### config.mk
export PLATFORM = sky130hd
export DESIGN_NAME = fp_mul_arbiter
export DESIGN_NICKNAME = d
export VERILOG_FILES = /design/src/rtl/fp_mul_arbiter.sv
export SDC_FILE = /design/constraint.sdc
export NUM_CORES = 1
export LEC_CHECK = 0
export ABC_AREA = 1
export ABC_CLOCK_PERIOD_IN_PS = 3300
export CELL_PAD_IN_SITES_DETAIL_PLACEMENT = 1
export CELL_PAD_IN_SITES_GLOBAL_PLACEMENT = 1
export CORE_ASPECT_RATIO = 1.25
export CORE_UTILIZATION = 30
export CTS_BUF_LIST = sky130_fd_sc_hd__clkbuf_16
export DETAILED_ROUTE_END_ITERATION = 7
export DONT_BUFFER_PORTS = 1
export PLACE_DENSITY_LB_ADDON = 0.1
export SYNTH_ARGS = -nofsm -noshare
export SYNTH_HDL_FRONTEND = slang
export SYNTH_SLANG_ARGS = --single-unit
export TNS_END_PERCENT = 30
### constraint.sdc
create_clock -name clk -period 3.3 [get_ports clk]
set_input_delay 0.33 -clock clk [delete_from_list [all_inputs] [get_ports clk]]
set_output_delay 0.33 -clock clk [all_outputs]
set_load 0.05 [all_outputs]
### src/rtl/fp_mul_arbiter.sv
// Round-robin share of one pipelined fp_mul between two requesters. A tag pipeline
// running in lockstep with the multiplier routes each product back to its issuer.
module fp_mul_arbiter #(
    parameter int FLOAT_DATA_WIDTH = 32,
    parameter int MUL_LATENCY      = 4
) (
    input  logic                        clk,
    input  logic                        rst,
    input  logic                        clk_en,
    input  logic                        req_0,
    input  logic [FLOAT_DATA_WIDTH-1:0] dataa_0,
    input  logic [FLOAT_DATA_WIDTH-1:0] datab_0,
    output logic                        gnt_0,
    input  logic                        req_1,
    input  logic [FLOAT_DATA_WIDTH-1:0] dataa_1,
    input  logic [FLOAT_DATA_WIDTH-1:0] datab_1,
    output logic                        gnt_1,
    output logic                        mul_clk_en,
    output logic [FLOAT_DATA_WIDTH-1:0] mul_dataa,
    output logic [FLOAT_DATA_WIDTH-1:0] mul_datab,
    input  logic [FLOAT_DATA_WIDTH-1:0] mul_result,
    output logic [FLOAT_DATA_WIDTH-1:0] result_0,
    output logic                        valid_0,
    output logic [FLOAT_DATA_WIDTH-1:0] result_1,
    output logic                        valid_1,
    output logic                        busy
);

    logic                        rr_q, rr_d;
    logic                        any_req;
    logic                        win_id;
    logic                        issue;
    logic [MUL_LATENCY-1:0]      tag_vld_q;
    logic [MUL_LATENCY-1:0]      tag_id_q;
    logic                        valid_0_q, valid_0_d;
    logic                        valid_1_q, valid_1_d;
    logic [FLOAT_DATA_WIDTH-1:0] result_0_q, result_0_d;
    logic [FLOAT_DATA_WIDTH-1:0] result_1_q, result_1_d;

    // On a tie the requester that did not win last time goes first.
    always_comb begin
        any_req = req_0 | req_1;
        win_id  = (req_0 & req_1) ? ~rr_q : req_1;
        issue   = clk_en & any_req;
        gnt_0   = issue & ~win_id;
        gnt_1   = issue & win_id;
        rr_d    = issue ? win_id : rr_q;
    end

    always_comb begin
        mul_dataa = '0;
        mul_datab = '0;
        if (any_req) begin
            mul_dataa = win_id ? dataa_1 : dataa_0;
            mul_datab = win_id ? datab_1 : datab_0;
        end
    end

    assign mul_clk_en = clk_en;

    always_ff @(posedge clk or posedge rst) begin
        if (rst) begin
            rr_q <= 1'b1;
        end else begin
            rr_q <= rr_d;
        end
    end

    // Tag stages shift only on enabled edges so they stay aligned with fp_mul.
    genvar gi;
    generate
        for (gi = 0; gi < MUL_LATENCY; gi++) begin : g_tag
            if (gi == 0) begin : g_head
                always_ff @(posedge clk or posedge rst) begin
                    if (rst) begin
                        tag_vld_q[gi] <= 1'b0;
                        tag_id_q[gi]  <= 1'b0;
                    end else if (clk_en) begin
                        tag_vld_q[gi] <= issue;
                        tag_id_q[gi]  <= win_id;
                    end
                end
            end else begin : g_body
                always_ff @(posedge clk or posedge rst) begin
                    if (rst) begin
                        tag_vld_q[gi] <= 1'b0;
                        tag_id_q[gi]  <= 1'b0;
                    end else if (clk_en) begin
                        tag_vld_q[gi] <= tag_vld_q[gi-1];
                        tag_id_q[gi]  <= tag_id_q[gi-1];
                    end
                end
            end
        end
    endgenerate

    // Valid pulses clear on every edge, enabled or not, so they last one cycle.
    always_comb begin
        valid_0_d  = clk_en & tag_vld_q[MUL_LATENCY-1] & ~tag_id_q[MUL_LATENCY-1];
        valid_1_d  = clk_en & tag_vld_q[MUL_LATENCY-1] & tag_id_q[MUL_LATENCY-1];
        result_0_d = valid_0_d ? mul_result : result_0_q;
        result_1_d = valid_1_d ? mul_result : result_1_q;
    end

    always_ff @(posedge clk or posedge rst) begin
        if (rst) begin
            valid_0_q  <= 1'b0;
            valid_1_q  <= 1'b0;
            result_0_q <= '0;
            result_1_q <= '0;
        end else begin
            valid_0_q  <= valid_0_d;
            valid_1_q  <= valid_1_d;
            result_0_q <= result_0_d;
            result_1_q <= result_1_d;
        end
    end

    assign valid_0  = valid_0_q;
    assign valid_1  = valid_1_q;
    assign result_0 = result_0_q;
    assign result_1 = result_1_q;
    assign busy     = (|tag_vld_q) | valid_0_q | valid_1_q;

endmodule

==> run_summary.xml <==
<?xml version="1.0" encoding="UTF-8"?>
<metrics>
  <group name="run_status">
    <metric name="status" unit="">complete, no violations</metric>
  </group>
  <group name="sta">
    <metric name="timing.clock.skew" unit="ns">0.00646</metric>
    <metric name="setup_repair_after_global_routing_missed_its_margin" unit="">no</metric>
    <metric name="fin_setup_tns" unit="ns">0</metric>
    <metric name="post-route-min-period" unit="ns">2.65</metric>
    <metric name="fin_ws" unit="ns">0.649</metric>
    <metric name="timing_hold_violations_final" unit="">0</metric>
    <metric name="timing.final.crit_share" unit="%">80.3</metric>
    <metric name="setup_violations" unit="">0</metric>
    <metric name="timing.max_slew.rel_slack" unit="%">31.1</metric>
    <metric name="tightestPinTransition" unit="ns">1.03</metric>
    <metric name="fmax" unit="MHz">377</metric>
    <metric name="finalMaxSlewViolations" unit="">0</metric>
  </group>
  <group name="place">
    <metric name="placement.setup.worst_slack" unit="ns">0.929</metric>
    <metric name="gpl.final_weighted_congestion" unit="">0.745</metric>
    <metric name="post-place-cells" unit="">828</metric>
    <metric name="dpl-instance-area" unit="sq um">4580</metric>
    <metric name="post-dp-hpwl" unit="mm">10.6</metric>
    <metric name="io_buffers" unit="">0</metric>
  </group>
  <group name="clocking">
    <metric name="tritoncts_clock_tree" unit="">built</metric>
    <metric name="worstSkewPairLatency" unit="ns">0.33</metric>
    <metric name="ctsRootBufferMaster" unit="">sky130_fd_sc_hd__clkbuf_16</metric>
    <metric name="clock-sinks" unit="">75</metric>
    <metric name="cts_htree_levels" unit="">3</metric>
    <metric name="path_clk_slew" unit="ns">0.06</metric>
    <metric name="numCtsBuffers" unit="">9</metric>
    <metric name="cts.path.max_buffers" unit="">2</metric>
  </group>
  <group name="synthesis">
    <metric name="async_reset_ff_share" unit="%">100</metric>
    <metric name="synth.yosys.warnings" unit="">0</metric>
    <metric name="synth_area" unit="sq um">4410</metric>
    <metric name="yosys.cell_count.top_type" unit="">sky130_fd_sc_hd__nand2_1</metric>
    <metric name="synth_largest_type_area_fraction" unit="%">42.0</metric>
    <metric name="area_contributors_post_synth" unit="">sky130_fd_sc_hd__dfrtp_1 42%, sky130_fd_sc_hd__nand2_1 26%, sky130_fd_sc_hd__inv_1 12%, sky130_fd_sc_hd__o21ai_1 6.7%, sky130_fd_sc_hd__nand4_1 4.7%</metric>
    <metric name="synth_top_cells_by_count" unit="">300 x sky130_fd_sc_hd__nand2_1, 136 x sky130_fd_sc_hd__inv_1, 74 x sky130_fd_sc_hd__dfrtp_1</metric>
    <metric name="synth_area_leader_cell" unit="">sky130_fd_sc_hd__dfrtp_1</metric>
    <metric name="post_synth_num_cell_types" unit="">16</metric>
    <metric name="synthesis.nets" unit="">832</metric>
    <metric name="synthFlopType" unit="">sky130_fd_sc_hd__dfrtp_1</metric>
    <metric name="postSynthAreaPerCell" unit="sq um">6.61</metric>
    <metric name="seq_area_frac_synth" unit="%">42.6</metric>
    <metric name="synth.ff_latch_count" unit="">75</metric>
    <metric name="synthCells" unit="">667</metric>
    <metric name="synth_edf_count" unit="">0</metric>
  </group>
  <group name="critical_path">
    <metric name="worst_r2r_path_depth" unit="">4</metric>
    <metric name="setup.reg_to_reg.worst_slack" unit="ns">0.95</metric>
    <metric name="critPathMostFrequentCell" unit="">sky130_fd_sc_hd__nand2_1</metric>
    <metric name="path_max_fanout" unit="">64</metric>
    <metric name="required" unit="ns">2.97</metric>
    <metric name="critical_path.endpoint_type" unit="">primary output</metric>
    <metric name="reg2reg_to" unit="">result_1[29]</metric>
    <metric name="timing.critical_path.arrival" unit="ns">2.32</metric>
    <metric name="capture_point_of_the_critical_path" unit="">mul_dataa[9]</metric>
    <metric name="path_class" unit="">register to primary output</metric>
    <metric name="slowest_stage" unit="">sky130_fd_sc_hd__o21ai_1</metric>
    <metric name="timing.critical_path.depth" unit="">5</metric>
    <metric name="worstSetupStartpointType" unit="">register</metric>
    <metric name="critical-path-top-delay-family" unit="">simple AND/OR/NAND/NOR gates</metric>
    <metric name="critPathLaunch" unit="">rr_q</metric>
    <metric name="path_cells" unit="">nand2_1, nand2_4, buf_12, nand2_1, o21ai_1</metric>
    <metric name="cp.buffers_inverters" unit="">1</metric>
    <metric name="slowest_delay" unit="ns">0.54</metric>
    <metric name="worstReg2RegStart" unit="">tag_vld_q[3]</metric>
  </group>
  <group name="flow_run">
    <metric name="drv_cap" unit="">0</metric>
  </group>
  <group name="final_layout">
    <metric name="postLayoutCellArea" unit="sq um">4930</metric>
    <metric name="layoutNonFillerInstCount" unit="">845</metric>
    <metric name="final_layout_size_suffix_gt1_share" unit="%">7.20</metric>
    <metric name="postLayoutCoreUtil" unit="%">34.4</metric>
    <metric name="ant_diodes" unit="">0</metric>
    <metric name="final_nets" unit="">827</metric>
    <metric name="layout-area-overhead-vs-synth" unit="%">11.8</metric>
  </group>
  <group name="grt">
    <metric name="grt_pass1_wl" unit="mm">21.0</metric>
    <metric name="antenna_violations_before_repair" unit="">0</metric>
    <metric name="grt_overflow" unit="">0</metric>
    <metric name="grt_start_max_net_pins" unit="">67</metric>
    <metric name="via_count_of_the_first_global_routing_pass" unit="">3895</metric>
    <metric name="track_usage" unit="%">17.6</metric>
  </group>
  <group name="floorplan">
    <metric name="row_count" unit="">49</metric>
    <metric name="die_h" unit="microns">138</metric>
    <metric name="floorplan.core_area" unit="sq um">14300</metric>
    <metric name="chipWidth" unit="microns">110</metric>
    <metric name="dieArea" unit="sq um">15200</metric>
    <metric name="pin_count" unit="">299</metric>
    <metric name="start_util" unit="%">30.8</metric>
  </group>
  <group name="route">
    <metric name="final_antenna_net_count" unit="">0</metric>
    <metric name="firstDrtPassIters" unit="">4</metric>
    <metric name="dr.first_iter.drc_count" unit="">168</metric>
    <metric name="total_number_of_vias" unit="">4013</metric>
    <metric name="drt_drc_violations_left" unit="">0</metric>
    <metric name="drt_wl_total" unit="mm">14.1</metric>
    <metric name="wire_per_inst" unit="microns">16.7</metric>
    <metric name="detail_route.vias_per_cell" unit="">4.75</metric>
  </group>
  <group name="pwr">
    <metric name="power.static_leakage" unit="nW">3.06</metric>
    <metric name="power_density" unit="nW/um^2">923</metric>
    <metric name="vdd_drop_max" unit="V">0.000471</metric>
  </group>
  <group name="hold_path">
    <metric name="min_path_type" unit="">primary input to register</metric>
  </group>
</metrics>
power by group:
part / leakage, nW / switching [W] / internal (W)
Sequential: 0.939 / 0.00136 / 0.00122
Combinational: 1.96 / 0.000629 / 0.000229
Clock: 0.163 / 0.000383 / 0.000737
through the flow:
step                      total power, W  hold WS [ns]
after floorplan                  0.00326         0.440
after global placement           0.00344         0.224
after detailed placement         0.00348         0.231
after CTS                        0.00461        0.0928
after global routing             0.00475        0.0969
final                            0.00455         0.102
layout by cell type (no fill, tap or decap):
cell | netlist | routed
sky130_fd_sc_hd__dfrtp_1 | 74 | 74
sky130_fd_sc_hd__inv_2 | 2 | 3
sky130_fd_sc_hd__dlygate4sd3_1 | 0 | 1
sky130_fd_sc_hd__nand2_1 | 300 | 299
sky130_fd_sc_hd__nand3_1 | 1 | 1
sky130_fd_sc_hd__clkbuf_16 | 0 | 9
sky130_fd_sc_hd__nand4_1 | 33 | 33
sky130_fd_sc_hd__bufinv_16 | 0 | 3
sky130_fd_sc_hd__nor2_1 | 3 | 3
sky130_fd_sc_hd__o21ai_0 | 13 | 8
sky130_fd_sc_hd__nand3_4 | 1 | 1
sky130_fd_sc_hd__nand2_4 | 0 | 1
sky130_fd_sc_hd__o21ai_1 | 59 | 64
sky130_fd_sc_hd__dfstp_2 | 1 | 1
sky130_fd_sc_hd__buf_12 | 0 | 2
sky130_fd_sc_hd__clkinv_1 | 0 | 1
sky130_fd_sc_hd__inv_1 | 136 | 135
sky130_fd_sc_hd__inv_6 | 0 | 1
sky130_fd_sc_hd__nand3_2 | 1 | 1
sky130_fd_sc_hd__buf_4 | 13 | 24
sky130_fd_sc_hd__clkinvlp_4 | 0 | 1
sky130_fd_sc_hd__clkinv_2 | 0 | 1
area by class of cell:
class / count / area (sq um)
sequential: 75 / 1880
multi-input combinational: 411 / 1740
inverter: 138 / 518
clock buffer: 9 / 225
timing repair buffer: 27 / 230
tap: 178 / 223
clock inverter: 7 / 115
fill: 1837 / 9410
state kept, by name, indices dropped and copies added, names as in the netlist:
signal / cells
tag_id_q: 4
valid_1: 1
rr_q: 1
result_1: 32
valid_0: 1
result_0: 32
tag_vld_q: 4
how the worst min path moves through the flow:
stage	start	to	slack, ns	depth (start not counted)
CTS	mul_result[20]	result_1[20]	0.09	2
floorplan	mul_result[0]	result_1[0]	0.44	2
global route	mul_result[20]	result_1[20]	0.1	2
detailed placement	rst	result_0[19]	0.23	1
global placement	rst	result_0[19]	0.22	1
finish	mul_result[22]	result_1[22]	0.10	2
routing by layer:
| layer | global-route usage (%) | routed length, microns | up-vias | part of all wire (%) |
|---|---|---|---|---|
| met5 | 0 | 0 | - | 0 |
| met2 | 31.4 | 7240 | 179 | 51 |
| met4 | 5.11 | 148 | 0 | 1.0 |
| li1 | - | - | 1970 | - |
| met3 | 6.64 | 1270 | 9 | 9.0 |
| met1 | 19.6 | 5460 | 1855 | 39 |
kinds of logic (layout without fill, tap and decap cells):
group / after synthesis / in the layout / synth area share (%)
flip-flops: 75 / 75 / 42.6
AND/OR/NAND/NOR: 339 / 339 / 31.2
buffers and inverters: 181 / 181 / 18.1
AO/OA/AOI/OAI: 72 / 72 / 8.17
repair_timing:
action | in CTS | in global routing
gates resized for setup | 0 | 0
hold endpoints to repair | 17 | 0
buffers inserted | 0 | 0
hold buffers | 1 | 0
(Power assumes the default switching activity.)
